`config.mk`:
```
export PLATFORM = sky130hd
export DESIGN_NAME = stopwatch_ctrl
export DESIGN_NICKNAME = d
export VERILOG_FILES = /design/src/rtl/stopwatch_ctrl.sv
export SDC_FILE = /design/constraint.sdc
export NUM_CORES = 1
export LEC_CHECK = 0
export BUFFER_PORTS_ARGS = -buffer_cell sky130_fd_sc_hd__buf_2
export CORE_MARGIN = 2
export CORE_UTILIZATION = 52
export DETAILED_ROUTE_END_ITERATION = 6
export PLACE_DENSITY = 0.76
export RECOVER_POWER = 50
export SLEW_MARGIN = 5
export SYNTH_ARGS = -nofsm -noshare
export SYNTH_HDL_FRONTEND = slang
export SYNTH_SLANG_ARGS = --single-unit
```
`constraint.sdc`:
```
create_clock -name clk -period 3.6 [get_ports clk]
set_input_delay 0.36 -clock clk [delete_from_list [all_inputs] [get_ports clk]]
set_output_delay 0.36 -clock clk [all_outputs]
set_load 0.01 [all_outputs]
```
`src/rtl/stopwatch_ctrl.sv`:
```
// Stopwatch controller: IDLE/RUN/PAUSE FSM, centisecond prescaler and mm:ss.cc counters.
// Define STOPWATCH_LAP_EN to build the lap (display freeze) feature; without it lap is ignored.
module stopwatch_ctrl #(
   parameter int CLK_HZ  = 50000000,
   parameter int TICK_HZ = 100
) (
   input  logic       clk,
   input  logic       aclr,
   input  logic       start_stop,
   input  logic       clear,
   input  logic       lap,
   output logic [6:0] centis,
   output logic [5:0] secs,
   output logic [5:0] mins,
   output logic       running,
   output logic       overflow
);

   localparam int DIV   = CLK_HZ / TICK_HZ;
   localparam int PRE_W = (DIV > 2) ? $clog2(DIV) : 1;
   localparam logic [PRE_W-1:0] PRE_LAST = PRE_W'(DIV - 1);

   typedef enum logic [1:0] {
      IDLE  = 2'd0,
      RUN   = 2'd1,
      PAUSE = 2'd2
   } state_t;

   state_t           state;
   logic [PRE_W-1:0] pre_cnt;
   logic [6:0]       cs_cnt;
   logic [5:0]       sec_cnt;
   logic [5:0]       min_cnt;

   logic tick;
   logic zero_req;
   logic cs_last;
   logic sec_last;
   logic min_last;

   assign tick     = (state == RUN) && (pre_cnt == PRE_LAST);
   assign zero_req = (state == IDLE) || ((state == PAUSE) && clear);
   assign cs_last  = (cs_cnt == 7'd99);
   assign sec_last = (sec_cnt == 6'd59);
   assign min_last = (min_cnt == 6'd59);

   // Clear outranks start_stop outside RUN; clear is ignored while running.
   always_ff @(posedge clk or negedge aclr) begin
      if (!aclr) begin
         state   <= IDLE;
         running <= 1'b0;
      end else begin
         unique case (state)
            IDLE: begin
               if (!clear && start_stop) begin
                  state   <= RUN;
                  running <= 1'b1;
               end
            end
            RUN: begin
               if (start_stop) begin
                  state   <= PAUSE;
                  running <= 1'b0;
               end
            end
            PAUSE: begin
               if (clear) begin
                  state   <= IDLE;
                  running <= 1'b0;
               end else if (start_stop) begin
                  state   <= RUN;
                  running <= 1'b1;
               end
            end
            default: begin
               state   <= IDLE;
               running <= 1'b0;
            end
         endcase
      end
   end

   // The prescaler holds its value in PAUSE so a resume finishes the partial tick.
   always_ff @(posedge clk or negedge aclr) begin
      if (!aclr) begin
         pre_cnt  <= '0;
         cs_cnt   <= '0;
         sec_cnt  <= '0;
         min_cnt  <= '0;
         overflow <= 1'b0;
      end else begin
         overflow <= 1'b0;
         if (zero_req) begin
            pre_cnt <= '0;
            cs_cnt  <= '0;
            sec_cnt <= '0;
            min_cnt <= '0;
         end else if (state == RUN) begin
            if (tick) begin
               pre_cnt <= '0;
            end else begin
               pre_cnt <= pre_cnt + 1'b1;
            end
            if (tick) begin
               if (cs_last) begin
                  cs_cnt <= '0;
                  if (sec_last) begin
                     sec_cnt <= '0;
                     if (min_last) begin
                        min_cnt  <= '0;
                        overflow <= 1'b1;
                     end else begin
                        min_cnt <= min_cnt + 6'd1;
                     end
                  end else begin
                     sec_cnt <= sec_cnt + 6'd1;
                  end
               end else begin
                  cs_cnt <= cs_cnt + 7'd1;
               end
            end
         end
      end
   end

`ifdef STOPWATCH_LAP_EN
   logic       frozen;
   logic [6:0] lap_cs;
   logic [5:0] lap_sec;
   logic [5:0] lap_min;

   // Leaving RUN always drops the freeze, even if a lap pulse arrives on the same edge.
   always_ff @(posedge clk or negedge aclr) begin
      if (!aclr) begin
         frozen  <= 1'b0;
         lap_cs  <= '0;
         lap_sec <= '0;
         lap_min <= '0;
      end else if ((state != RUN) || start_stop) begin
         frozen <= 1'b0;
      end else if (lap) begin
         frozen <= !frozen;
         if (!frozen) begin
            lap_cs  <= cs_cnt;
            lap_sec <= sec_cnt;
            lap_min <= min_cnt;
         end
      end
   end

   assign centis = frozen ? lap_cs  : cs_cnt;
   assign secs   = frozen ? lap_sec : sec_cnt;
   assign mins   = frozen ? lap_min : min_cnt;
`else
   logic unused_lap;

   assign unused_lap = lap;
   assign centis     = cs_cnt;
   assign secs       = sec_cnt;
   assign mins       = min_cnt;
`endif

endmodule

```
==> results_dict.tcl, run 1 <==
set metrics [dict create \
    crit_path_start_kind "flip-flop" \
    dp_cells 331 \
    synth_top_area_cell "dfrtp_1" \
    drtIter0Drc 59 \
    cts_setup_buffers 0 \
    dieArea_sq_um 5140 \
    setup_ws_ns 1.27 \
    p_leak_nw 1.17 \
    avgSynthCellArea_sq_um 9.06 \
    dp_hpwl_um 3380 \
    cts-root-buf "clkbuf_8" \
    grt_max_degree 43 \
    design_area_sq_um 2620 \
    syn_area_sq_um 2380 \
    cp_cell_sequence "ha_1 > and3_1 > and3_1 > nand2_1 > or4_1 > a21oi_1" \
    final_layout_size_suffix_gt1_share_pct 13.9 \
    route.detailed.drc 0 \
    regToRegStartpoint "pre_cnt[1]" \
    power_switching_mw 0.225 \
    dp_slack_ns 1.30 \
    hold_start "start_stop" \
    die_h_um 71.7 \
    syn2layout_area_growth_pct 10.0 \
    ys_types 48 \
    violations "max-capacitance violations, max-slew violations" \
    io_pins 26 \
    grt_pass1_vias 1860 \
    antenna_found_initial 0 \
    power_frac_clock_pct 36.3 \
    layout_commonest_cell "dfrtp_1" \
    diodes 0 \
    htree_num_levels 2 \
    crit_required_ns 3.82 \
    cp_common_cell "and3_1" \
    setup_viol 0 \
    synth_seq_area_share_pct 44.1 \
    grt_pass1_wl_um 8310 \
    core-area_sq_um 4380 \
    relSlewSlack_pct -48.6 \
    drv_slew 43 \
    r2r_end "centis[6]" \
    syn_inst 263 \
    utilization_pct 59.8 \
    rrSetupSlack_ns 1.27 \
    worstHoldPathCells 2 \
    whs_endpoint "state[1]" \
    reg2regPathDepth 6 \
    cts_tree "yes" \
    grt-ovfl-total 0 \
    finalPower_mw 0.877 \
    numCtsBuffers 5 \
    yosys-top-cells-area "dfrtp_1 44%, nor2_1 4.9%, nand2_1 4.7%" \
    dpl_cell_area_sq_um 2540 \
    tightest_slew_ns 2.23 \
    final.setup.tns_ns 0 \
    clkSlewWorstSetupHoldPaths_ns 0.08 \
    fin_crit_ns 2.33 \
    mostFrequentLayoutCells "42 x dfrtp_1, 31 x nor2_1, 30 x nand2_1, 19 x a21oi_1" \
    critPathCaptureType "flip-flop" \
    power.density_nw_per_um2 335 \
    clk_latency_ns 0.30 \
    yosys_warnings 0 \
    final_cells 339 \
    start_util_pct 54.3 \
    syn_nets 272 \
    wl_per_cell_um 14.3 \
    wl_um 4850 \
    crit_fanout 11 \
    path_class "flip-flop to flip-flop" \
    vias 2039 \
    grt_use_total_pct 20.2 \
    worstPathArrival_ns 2.56 \
    fin_worst_skew_ns 0.00568 \
    cts.sinks 42 \
    hold_viol 0 \
    cts-resized-gates 0 \
    routed_via_density 6.01 \
    fin_nets 295 \
    max_freq_mhz 429 \
    hold_ws_ns 0.300 \
    netSwitchingFraction_pct 25.6 \
    outcome "complete, but fails checks" \
    ant_nets 0 \
    p_seq_share_pct 56.1 \
    fin_crit_sh_pct 64.7 \
    portBuffers 24 \
    rsz0062_at_grt "false" \
    critPathMaxStageDelay_ns 0.57 \
    hp-class "input pin to flip-flop" \
    drt_pass1_iterations 4 \
    gp_congestion 0.846 \
    cap_violations 1 \
    crit_path_top_delay_cell "or4_1" \
    yosys.area.top_type_share_pct 44.1 \
    rows 24 \
    p_comb_share_pct 7.6 \
    cts_hold_buf 0 \
    peakVddDrop_mv 0.214 \
    die_w_um 71.7 \
    synth_seq_cells 42 \
    cts_max_path_buffers 2 \
    p_int_mw 0.653 \
]
==> synth_stat cells, drive strengths merged <==
library cell and number:
a21o 1, a21oi 19, a221o 1, a22o 1
a31o 2, and2 3, and3 10, and3b 1
and4 2, and4b 2, buf 4, clkbuf 5
dfrtp 42, ha 4, inv 4, mux2 2
mux2i 2, nand2 30, nand2b 3, nand3 16
nand3b 1, nand4 10, nand4b 2, nor2 32
nor2b 4, nor3 4, nor4 4, nor4b 2
nor4bb 1, o211ai 3, o21ai 14, o311ai 1
o31ai 5, or2 2, or3 4, or3b 2
or4 6, or4b 2, xnor2 4, xor2 6
==> power groups by stage <==
stage / clock (mW) / sequential, mW / combinational [mW]
after global placement: 0 / 0.501 / 0.0672
after global routing: 0.345 / 0.494 / 0.0763
after detailed placement: 0 / 0.501 / 0.0692
final: 0.319 / 0.492 / 0.0666
after CTS: 0.331 / 0.492 / 0.0689
after floorplan: 0 / 0.496 / 0.0452
==> registers in the layout, indices dropped and copies added (netlist names) <==
| register | count |
|---|---|
| centis | 7 |
| mins | 6 |
| overflow | 1 |
| pre_cnt | 19 |
| running | 1 |
| secs | 6 |
| state | 2 |
==> worst max-delay path: cells and delay by family, from the launching register on <==
family | cells | cell delay (ns)
DFF | 1 | 0.40
and+or+nand+nor | 4 | 1.51
AOI/OAI and AO/OA | 1 | 0.15
adders and majority gates | 1 | 0.20
==> cells by family (layout without fill, tap and decap cells) <==
kind of cell / count (synthesis) / count (layout) / share of synthesized area, %
xor+xnor: 10 / 10 / 3.68
simple gates: 143 / 143 / 34.4
mux: 4 / 4 / 1.79
buf+inv: 13 / 37 / 2.26
fa+ha+maj: 4 / 4 / 2.10
compound gates: 47 / 47 / 11.7
flops: 42 / 42 / 44.1
==> worst max-delay path by stage <==
| stage | start | depth (start not counted) | to | slack (ns) |
|---|---|---|---|---|
| floorplan | centis[4] | 5 | secs[5] | 1.61 |
| global placement | pre_cnt[0] | 6 | centis[6] | 1.34 |
| detailed placement | pre_cnt[0] | 6 | centis[6] | 1.30 |
| CTS | pre_cnt[0] | 6 | centis[6] | 1.28 |
| global route | aclr | 1 | secs[4] | 1.06 |
| finish | pre_cnt[1] | 6 | centis[6] | 1.27 |
==> area by class of cell <==
cell class | count | area (sq um)
clock buffer | 6 | 82.6
tap | 52 | 65.1
inverter | 4 | 15.0
sequential | 42 | 1050
multi-input combinational | 208 | 1280
timing repair buffer | 25 | 118
clock inverter | 2 | 12.5
fill | 390 | 1760
==> routing by layer <==
metal	share of wire [%]	vias up	track usage, %
met5	0	-	0
met4	1.2	0	6.71
met3	4.3	7	4.36
met2	47	45	33.0
met1	47	982	26.7
li1	-	1005	-
(Power assumes the default switching activity.)
==> run 2: changes to the inputs <==
==> constraint.sdc (replaced) <==
create_clock -name clk -period 2.3 [get_ports clk]
set_input_delay 0.23 -clock clk [delete_from_list [all_inputs] [get_ports clk]]
set_output_delay 0.23 -clock clk [all_outputs]
set_load 0.01 [all_outputs]
==> run 2 against run 1 <==
  * The run now ends clean
  * Global-route usage up 1.6 points
  * Clock skew increased by 0.0029 ns
  * Count of clock-buffer cells in the layout is 2 higher
  * Setup slack worse by 1.1 ns
  * Sequential power grew 56%
  * Die area stayed put
  * Maximum frequency rose by 8.3%
  * Utilization up 1.8 points
  * Sequential share of layout area fell by 1.2 points
  * Non-clock buffer count grew 9
==> results_dict.tcl, run 2 (same netlist as run 1, synthesis figures left out) <==
set metrics [dict create \
    core-area_sq_um 4380 \
    dp_hpwl_um 3540 \
    htree_num_levels 2 \
    peakVddDrop_mv 0.432 \
    max_freq_mhz 465 \
    fin_nets 304 \
    relSlewSlack_pct 31.2 \
    cts_tree "yes" \
    final_cells 348 \
    outcome "completed" \
    syn2layout_area_growth_pct 13.3 \
    largest_reg_flops 19 \
    dpl_cell_area_sq_um 2600 \
    portBuffers 24 \
    cts-root-buf "clkbuf_8" \
    drt_pass1_iterations 4 \
    layout_commonest_cell "dfrtp_1" \
    cts_max_path_buffers 2 \
    antenna_found_initial 0 \
    setup_ws_ns 0.148 \
    io_pins 26 \
    drtIter0Drc 152 \
    worstPathArrival_ns 2.38 \
    critPathCaptureType "flip-flop" \
    gp_congestion 0.851 \
    fin_worst_skew_ns 0.00855 \
    rrSetupSlack_ns 0.15 \
    cts_hold_buf 0 \
    routed_via_density 6.04 \
    fillers 365 \
    numCtsBuffers 5 \
    diodes 0 \
    drv_slew 0 \
    design_area_sq_um 2700 \
    vias 2101 \
    reg2regPathDepth 5 \
    finalPower_mw 1.44 \
    route.detailed.drc 0 \
    grt_use_total_pct 21.8 \
    final.setup.tns_ns 0 \
    clk_latency_ns 0.30 \
    max_flop_register "pre_cnt" \
    ant_nets 0 \
    wl_um 5020 \
    p_leak_nw 1.21 \
    wl_per_cell_um 14.4 \
    dieArea_sq_um 5140 \
    setup_viol 0 \
    crit_path_start_kind "flip-flop" \
    hold_ws_ns 0.0832 \
    cts.sinks 42 \
    start_util_pct 54.3 \
    fin_crit_sh_pct 93.6 \
    crit_required_ns 2.53 \
    rsz0062_at_grt "false" \
    die_h_um 71.7 \
    r2r_end "mins[3]" \
    grt_pass1_vias 1983 \
    hold_viol 0 \
    cap_violations 0 \
    regToRegStartpoint "centis[4]" \
    clkSlewWorstSetupHoldPaths_ns 0.08 \
    grt_pass1_wl_um 8840 \
    grt-ovfl-total 0 \
    utilization_pct 61.6 \
    hp-class "input pin to async pin" \
    grt_max_degree 43 \
    mostFrequentLayoutCells "42 x dfrtp_1, 31 x nor2_1, 30 x nand2_1, 19 x a21oi_1, 16 x nand3_1" \
    tightest_slew_ns 1.03 \
    final_layout_size_suffix_gt1_share_pct 16.2 \
    rows 24 \
    dp_cells 340 \
    power.density_nw_per_um2 534 \
    path_class "flip-flop to flip-flop" \
    dp_slack_ns 0.176 \
    crit_fanout 6 \
    die_w_um 71.7 \
    fin_crit_ns 2.15 \
]
## run 2: power by group
part | leakage (nW) | switching, mW | internal, mW
clock | 0.0575 | 0.251 | 0.303
combinational | 0.575 | 0.0818 | 0.0382
sequential | 0.582 | 0.0167 | 0.752
## run 2: timing repair
action / 4_1_cts / 5_1_grt
resized for setup: 0 / 1
buffers inserted: 0 / 0
endpoints found under the setup margin: 0 / 2
## run 2: cell type report
| class | count | area, sq um | share of cell area (%) |
|---|---|---|---|
| Clock buffer | 8 | 110 | 4.08 |
| Multi-Input combinational cell | 208 | 1280 | 47.4 |
| Tap cell | 52 | 65.1 | 2.41 |
| Inverter | 4 | 15.0 | 0.556 |
| Sequential cell | 42 | 1050 | 38.9 |
| Timing Repair Buffer | 34 | 180 | 6.67 |
## run 2: routing by layer
metal	vias up	wire, um	track usage, %
li1	1030	-	-
met1	1014	2260	27.9
met2	51	2460	35.8
met3	6	242	5.77
met4	0	59	7.34
met5	-	0	0
## run 2: how the worst max path moves through the flow
stage / start / end / slack, ns / cells past startpoint
6_report: centis[4] / mins[3] / 0.15 / 5
5_1_grt: centis[4] / mins[3] / 0.007 / 5
4_1_cts: pre_cnt[7] / centis[2] / 0.16 / 5
3_5_place_dp: pre_cnt[0] / pre_cnt[18] / 0.18 / 7
3_3_place_gp: pre_cnt[7] / centis[2] / 0.18 / 5
2_1_floorplan: centis[4] / secs[5] / 0.31 / 5
## run 2: critical path, stage by stage, from the launching register on
cell,delay (ns)
dfrtp_1,0.44
or4b_4,0.62
nor4_4,0.19
nand4_1,0.28
or3b_1,0.42
a21oi_1,0.14
